===== src/rtl/eth_tx_arb.sv =====
// Round-robin, whole-frame transmit arbiter in front of the GMII TX pins.
// Optional per-channel completed-frame counters: define ETH_TX_ARB_STATS_EN.
module eth_tx_arb #(
   parameter int N_CH       = 2,
   parameter int DATA_W     = 8,
   parameter int IFG_CYCLES = 12,
   parameter int START_TO   = 64,
   parameter int MAX_LEN    = 1530
) (
   input  logic                   clk,
   input  logic                   rst_n,
   input  logic [N_CH-1:0]        i_req,
   input  logic [N_CH*DATA_W-1:0] i_ch_data,
   input  logic [N_CH-1:0]        i_ch_en,
   output logic [N_CH-1:0]        o_gnt,
   output logic [DATA_W-1:0]      o_tx_data,
   output logic                   o_tx_en,
   output logic                   o_busy,
   output logic                   o_timeout,
   output logic                   o_trunc
`ifdef ETH_TX_ARB_STATS_EN
   ,
   input  logic                   i_stats_clr,
   output logic [N_CH*16-1:0]     o_frame_cnt
`endif
);

   localparam int SW = (N_CH > 1) ? $clog2(N_CH) : 1;
   localparam int WW = $clog2(START_TO) + 1;
   localparam int LW = $clog2(MAX_LEN) + 1;
   localparam int IW = $clog2(IFG_CYCLES + 1) + 1;

   typedef enum logic [1:0] {IDLE, GRANT, XMIT, IFG} state_t;

   state_t              state;
   logic [SW-1:0]       sel;
   logic [SW-1:0]       rr;
   logic [SW-1:0]       nxt;
   logic                found;
   logic [WW-1:0]       wait_cnt;
   logic [LW-1:0]       len_cnt;
   logic [IW-1:0]       ifg_cnt;
   logic                en_s;
   logic [DATA_W-1:0]   data_s;
   logic                active;
   logic                truncating;
   logic                fire;

   // Lowest requester above rr wins; otherwise wrap to the lowest at or below rr.
   always_comb begin
      nxt   = '0;
      found = 1'b0;
      for (int k = N_CH - 1; k >= 0; k--) begin
         if (i_req[k] && (SW'(k) <= rr)) begin
            nxt   = SW'(k);
            found = 1'b1;
         end
      end
      for (int k = N_CH - 1; k >= 0; k--) begin
         if (i_req[k] && (SW'(k) > rr)) begin
            nxt   = SW'(k);
            found = 1'b1;
         end
      end
   end

   always_comb begin
      en_s   = 1'b0;
      data_s = '0;
      for (int k = 0; k < N_CH; k++) begin
         if (sel == SW'(k)) begin
            en_s   = i_ch_en[k];
            data_s = i_ch_data[k*DATA_W +: DATA_W];
         end
      end
   end

   assign active     = (state == GRANT) || (state == XMIT);
   assign truncating = (state == XMIT) && (len_cnt >= LW'(MAX_LEN));
   assign fire       = active && en_s && !truncating;
   assign o_busy     = (state != IDLE);

   always_ff @(posedge clk or negedge rst_n) begin
      if (!rst_n) begin
         state     <= IDLE;
         rr        <= SW'(N_CH - 1);
         sel       <= '0;
         wait_cnt  <= '0;
         len_cnt   <= '0;
         ifg_cnt   <= '0;
         o_gnt     <= '0;
         o_tx_en   <= 1'b0;
         o_tx_data <= '0;
         o_timeout <= 1'b0;
         o_trunc   <= 1'b0;
      end else begin
         o_timeout <= 1'b0;
         o_trunc   <= 1'b0;
         o_tx_en   <= fire;
         o_tx_data <= fire ? data_s : '0;
         case (state)
            IDLE: begin
               if (found) begin
                  sel        <= nxt;
                  rr         <= nxt;
                  o_gnt      <= '0;
                  o_gnt[nxt] <= 1'b1;
                  wait_cnt   <= '0;
                  state      <= GRANT;
               end
            end
            GRANT: begin
               if (en_s) begin
                  len_cnt <= LW'(1);
                  state   <= XMIT;
               end else if (!i_req[sel]) begin
                  // Nothing went out, so no gap is owed.
                  o_gnt <= '0;
                  state <= IDLE;
               end else if (wait_cnt >= WW'(START_TO - 1)) begin
                  o_gnt     <= '0;
                  o_timeout <= 1'b1;
                  state     <= IDLE;
               end else begin
                  wait_cnt <= wait_cnt + 1'b1;
               end
            end
            XMIT: begin
               if (!en_s) begin
                  o_gnt   <= '0;
                  ifg_cnt <= IW'(IFG_CYCLES - 1);
                  state   <= IFG;
               end else if (truncating) begin
                  o_gnt   <= '0;
                  o_trunc <= 1'b1;
                  ifg_cnt <= IW'(IFG_CYCLES - 1);
                  state   <= IFG;
               end else if (len_cnt != '1) begin
                  len_cnt <= len_cnt + 1'b1;
               end
            end
            IFG: begin
               if (ifg_cnt == '0) state <= IDLE;
               else ifg_cnt <= ifg_cnt - 1'b1;
            end
            default: state <= IDLE;
         endcase
      end
   end

`ifdef ETH_TX_ARB_STATS_EN
   // Counts only frames that ended by the source dropping en.
   always_ff @(posedge clk or negedge rst_n) begin
      if (!rst_n) begin
         o_frame_cnt <= '0;
      end else if (i_stats_clr) begin
         o_frame_cnt <= '0;
      end else if ((state == XMIT) && !en_s) begin
         for (int k = 0; k < N_CH; k++) begin
            if (sel == SW'(k)) o_frame_cnt[k*16 +: 16] <= o_frame_cnt[k*16 +: 16] + 16'd1;
         end
      end
   end
`endif

endmodule


===== config.mk =====
export PLATFORM = sky130hd
export DESIGN_NAME = eth_tx_arb
export DESIGN_NICKNAME = d
export VERILOG_FILES = /design/src/rtl/eth_tx_arb.sv
export SDC_FILE = /design/constraint.sdc
export NUM_CORES = 1
export LEC_CHECK = 0
export ABC_AREA = 1
export CELL_PAD_IN_SITES_DETAIL_PLACEMENT = 1
export CELL_PAD_IN_SITES_GLOBAL_PLACEMENT = 2
export CORE_ASPECT_RATIO = 0.8
export CORE_MARGIN = 10
export CORE_UTILIZATION = 29
export CTS_CLUSTER_SIZE = 20
export DETAILED_ROUTE_END_ITERATION = 12
export GPL_ROUTABILITY_DRIVEN = 1
export PLACE_DENSITY = 0.8
export SKIP_LAST_GASP = 1
export SLEW_MARGIN = 40
export SYNTH_ARGS = -nofsm -noshare
export SYNTH_HDL_FRONTEND = slang
export SYNTH_SLANG_ARGS = --single-unit

===== constraint.sdc =====
create_clock -name clk -period 1.6 [get_ports clk]
set_input_delay 0.16 -clock clk [delete_from_list [all_inputs] [get_ports clk]]
set_output_delay 0.16 -clock clk [all_outputs]
set_load 0.005 [all_outputs]

==> flow_summary.json <==
{
  "status": "finished, violations left",
  "violations": "setup timing",
  "min_period_over_period_pct": 102,
  "p_clk_share_pct": 13.4,
  "reg2reg_depth": 10,
  "path_cells": "inv_2 -> nand2_2 -> nor2_2 -> nor2_1 -> nand2_1 -> nand4_1 -> nand2_1 -> inv_4 -> o21ai_0 -> o21ai_1",
  "synth_area_sq_um": 2440,
  "grt_antenna_before_repair": 0,
  "min_period_ns": 1.63,
  "ys_seq_area_share_pct": 42.0,
  "clockBufferDepth": 2,
  "fin_skew_ns": 0.00998,
  "core_sq_um": 8060,
  "nets": 428,
  "via_per_inst": 4.64,
  "initial_core_util_pct": 30.3,
  "finalPower_mw": 5.21,
  "final_cells": 505,
  "synth_edf_count": 0,
  "p_switching_mw": 2.25,
  "synth_top_area_share_pct": 41.0,
  "arrival_ns": 1.82,
  "finalWeightedCongestion": 0.759,
  "wl_per_cell_um": 15.0,
  "antenna_left": 0,
  "synth_cells": 307,
  "firstDrtPassIters": 4,
  "clock-sinks": 41,
  "synth-seq-cells": 41,
  "ys_warn_count": 0,
  "routed_wl_um": 7600,
  "rows": 29,
  "fp.dieH_um": 102,
  "io_buffers": 35,
  "cts_tree": "yes",
  "max_slew.worst_pin.slew_ns": 0.313,
  "slew_viol_final": 0,
  "fmax_ghz": 0.613,
  "hold_slack_ns": 0.278,
  "synth_largest_area_cell": "dfrtp_1",
  "crit_path_top_delay_cell": "dfrtp_2",
  "cp_max_fo": 10,
  "first_iter_violations": 69,
  "switching_share_pct": 43.2,
  "cts_root_buf": "clkbuf_8",
  "num_antenna_cells": 0,
  "r2r_start": "len_cnt[1]",
  "rsz0062_at_grt": "yes",
  "synth.most_common_cell": "nand2_1",
  "maxSlewHeadroom_pct": 79.0,
  "hold_class": "input pin to async pin",
  "critPathRequiredTime_ns": 1.79,
  "clk_pin_slew_ns": 0.09,
  "vias": 2343,
  "dpl.cell_count": 479,
  "reg2reg_to": "ifg_cnt[0]",
  "setup_viol": 6,
  "pre_cts_ws_ns": -0.146,
  "seq_power_share_pct": 27.6,
  "cp_common_cell": "nand2_1",
  "setup.worst_path.end_class": "register",
  "drc": 0,
  "max-cap-violations": 0,
  "grt_max_degree": 32,
  "synthTopCellsByArea": "dfrtp_1 41%, nand2_1 13%, ha_1 5.1%",
  "h-tree-depth": 2,
  "critPathTopFamily": "simple AND/OR/NAND/NOR gates",
  "cts_made_buffers": 5,
  "r2r_slack_ns": -0.03,
  "hpwlAfterDp_um": 5230,
  "num_io_pins": 36,
  "p_int_mw": 2.96,
  "dieArea_sq_um": 12500,
  "drive_gt1_share_pct": 37.5,
  "grt_pass1_vias": 2453,
  "netlist_top_cells_count": "83 x nand2_1, 40 x dfrtp_1, 31 x inv_1, 20 x nand3_1",
  "critical_path_buf_inv_count": 2,
  "setup_ws_ns": -0.0320,
  "synthFlopType": "dfrtp_1",
  "max_stage_delay_ns": 0.47,
  "peakVddDrop_mv": 0.665,
  "grt_usage_pct": 12.3,
  "chipWidth_um": 123,
  "power_density_nw_per_um2": 1440,
  "overflow": 0,
  "syn_area_per_cell_sq_um": 7.96,
  "synthDistinctLibCells": 29,
  "path_class": "register to register",
  "async_flop_share_pct": 100,
  "clkLatencyLatePin_ns": 0.31,
  "p_leak_nw": 1.70,
  "synth_nets": 339,
  "crit_path_start_kind": "register",
  "hold_viol_final": 0,
  "combPwrFrac_pct": 59.0,
  "grt_pass1_wl_um": 12200,
  "syn_to_final_growth_pct": 48.5
}
[state kept, by name, indices dropped and copies added (netlist names), named ones only]
register	flops
ifg_cnt	5
len_cnt	12
o_gnt	2
o_timeout	1
o_trunc	1
o_tx_data	8
o_tx_en	1
rr	1
sel	1
state	1
wait_cnt	7
[stage by stage]
stage	util, %	setup TNS (ns)	cell area, sq um
after floorplan	-	0	2450
after global placement	39.1	-0.385	3150
after detailed placement	39.1	-1.47	3150
after CTS	41.5	-0.391	3340
after global routing	45.1	-2.19	3630
final	45.1	-0.112	3630
[routing by layer]
metal  part of all wire, %  GRT usage (%)  up-vias  wire, um
met5                     0              0        -         0
met4                   1.4           5.42        0       104
met3                   4.3           3.53        5       327
met2                    46           19.3       33      3520
met1                    48           15.6     1138      3650
li1                      -              -     1167         -
[logic make-up (layout without fill, tap and decap cells)]
kind of cell	count (synthesis)	count (layout)	synth area share, %
XOR/XNOR	7	7	2.51
buffers and inverters	45	130	8.29
AND/OR/NAND/NOR	153	158	29.9
AO/OA/AOI/OAI	51	51	12.2
adder cells (fa/ha/maj)	10	10	5.12
flip-flops	41	41	42.0
[final cells by class]
class / count / area (sq um)
tap: 108 / 135
multi-input combinational: 226 / 1500
clock buffer: 6 / 72.6
fill: 973 / 4430
sequential: 41 / 1030
inverter: 38 / 148
timing repair buffer: 84 / 731
clock inverter: 2 / 10.0
[power by group through the flow]
stage | Combinational [mW] | Sequential (mW) | Clock (mW)
global route | 3.41 | 1.47 | 0.769
global placement | 2.26 | 1.44 | 0
finish | 3.07 | 1.44 | 0.701
CTS | 2.58 | 1.43 | 0.731
detailed placement | 2.32 | 1.45 | 0
floorplan | 1.41 | 1.44 | 0
[repair_timing]
action	4_1_cts	5_1_grt
hold buffers	1	0
setup endpoints to repair	31	36
buffers inserted	1	11
cloned	4	1
gates resized for setup	17	60
pin swaps	6	22
endpoints found under the hold margin	10	0
[worst register-to-register path, stage by stage, from the launching register on]
cell and delay, ns:
dfrtp_2 0.47, inv_2 0.09, nand2_2 0.06, nor2_2 0.11, nor2_1 0.04, nand2_1 0.09
nand4_1 0.23, nand2_1 0.19, inv_4 0.08, o21ai_0 0.07, o21ai_1 0.09
[layout by cell type, fill, tap and decap left out, types with 3 or more instances in the layout]
cell type        instances
a21oi_1                 14
buf_4                   46
clkbuf_8                 5
clkdlybuf4s50_1         33
dfrtp_1                 35
dfrtp_2                  5
ha_1                     3
ha_2                     3
ha_4                     4
inv_1                   24
inv_2                   11
nand2_1                 66
nand2_2                 22
nand2_4                  8
nand3_1                 19
nand3b_4                 4
nand4_1                  8
nor2_1                  14
nor2_4                   5
nor3_2                   3
o21ai_0                  6
o21ai_1                 13
o21ai_2                  9
or2_2                    4
xnor2_1                  3
xor2_1                   4
[worst max-delay path by stage]
| stage | startpoint | endpoint | slack [ns] | cells past startpoint |
|---|---|---|---|---|
| 3_5_place_dp | i_ch_en[0] | wait_cnt[5] | -0.15 | 11 |
| 4_1_cts | state[0] | o_gnt[1] | -0.05 | 9 |
| 5_1_grt | len_cnt[1] | ifg_cnt[3] | -0.18 | 10 |
| 6_report | len_cnt[1] | ifg_cnt[0] | -0.03 | 10 |
| 2_1_floorplan | register | wait_cnt[2] | 0.001 | 13 |
| 3_3_place_gp | i_ch_en[0] | wait_cnt[4] | -0.07 | 11 |
Note: power is estimated with default switching activity, not from simulation.
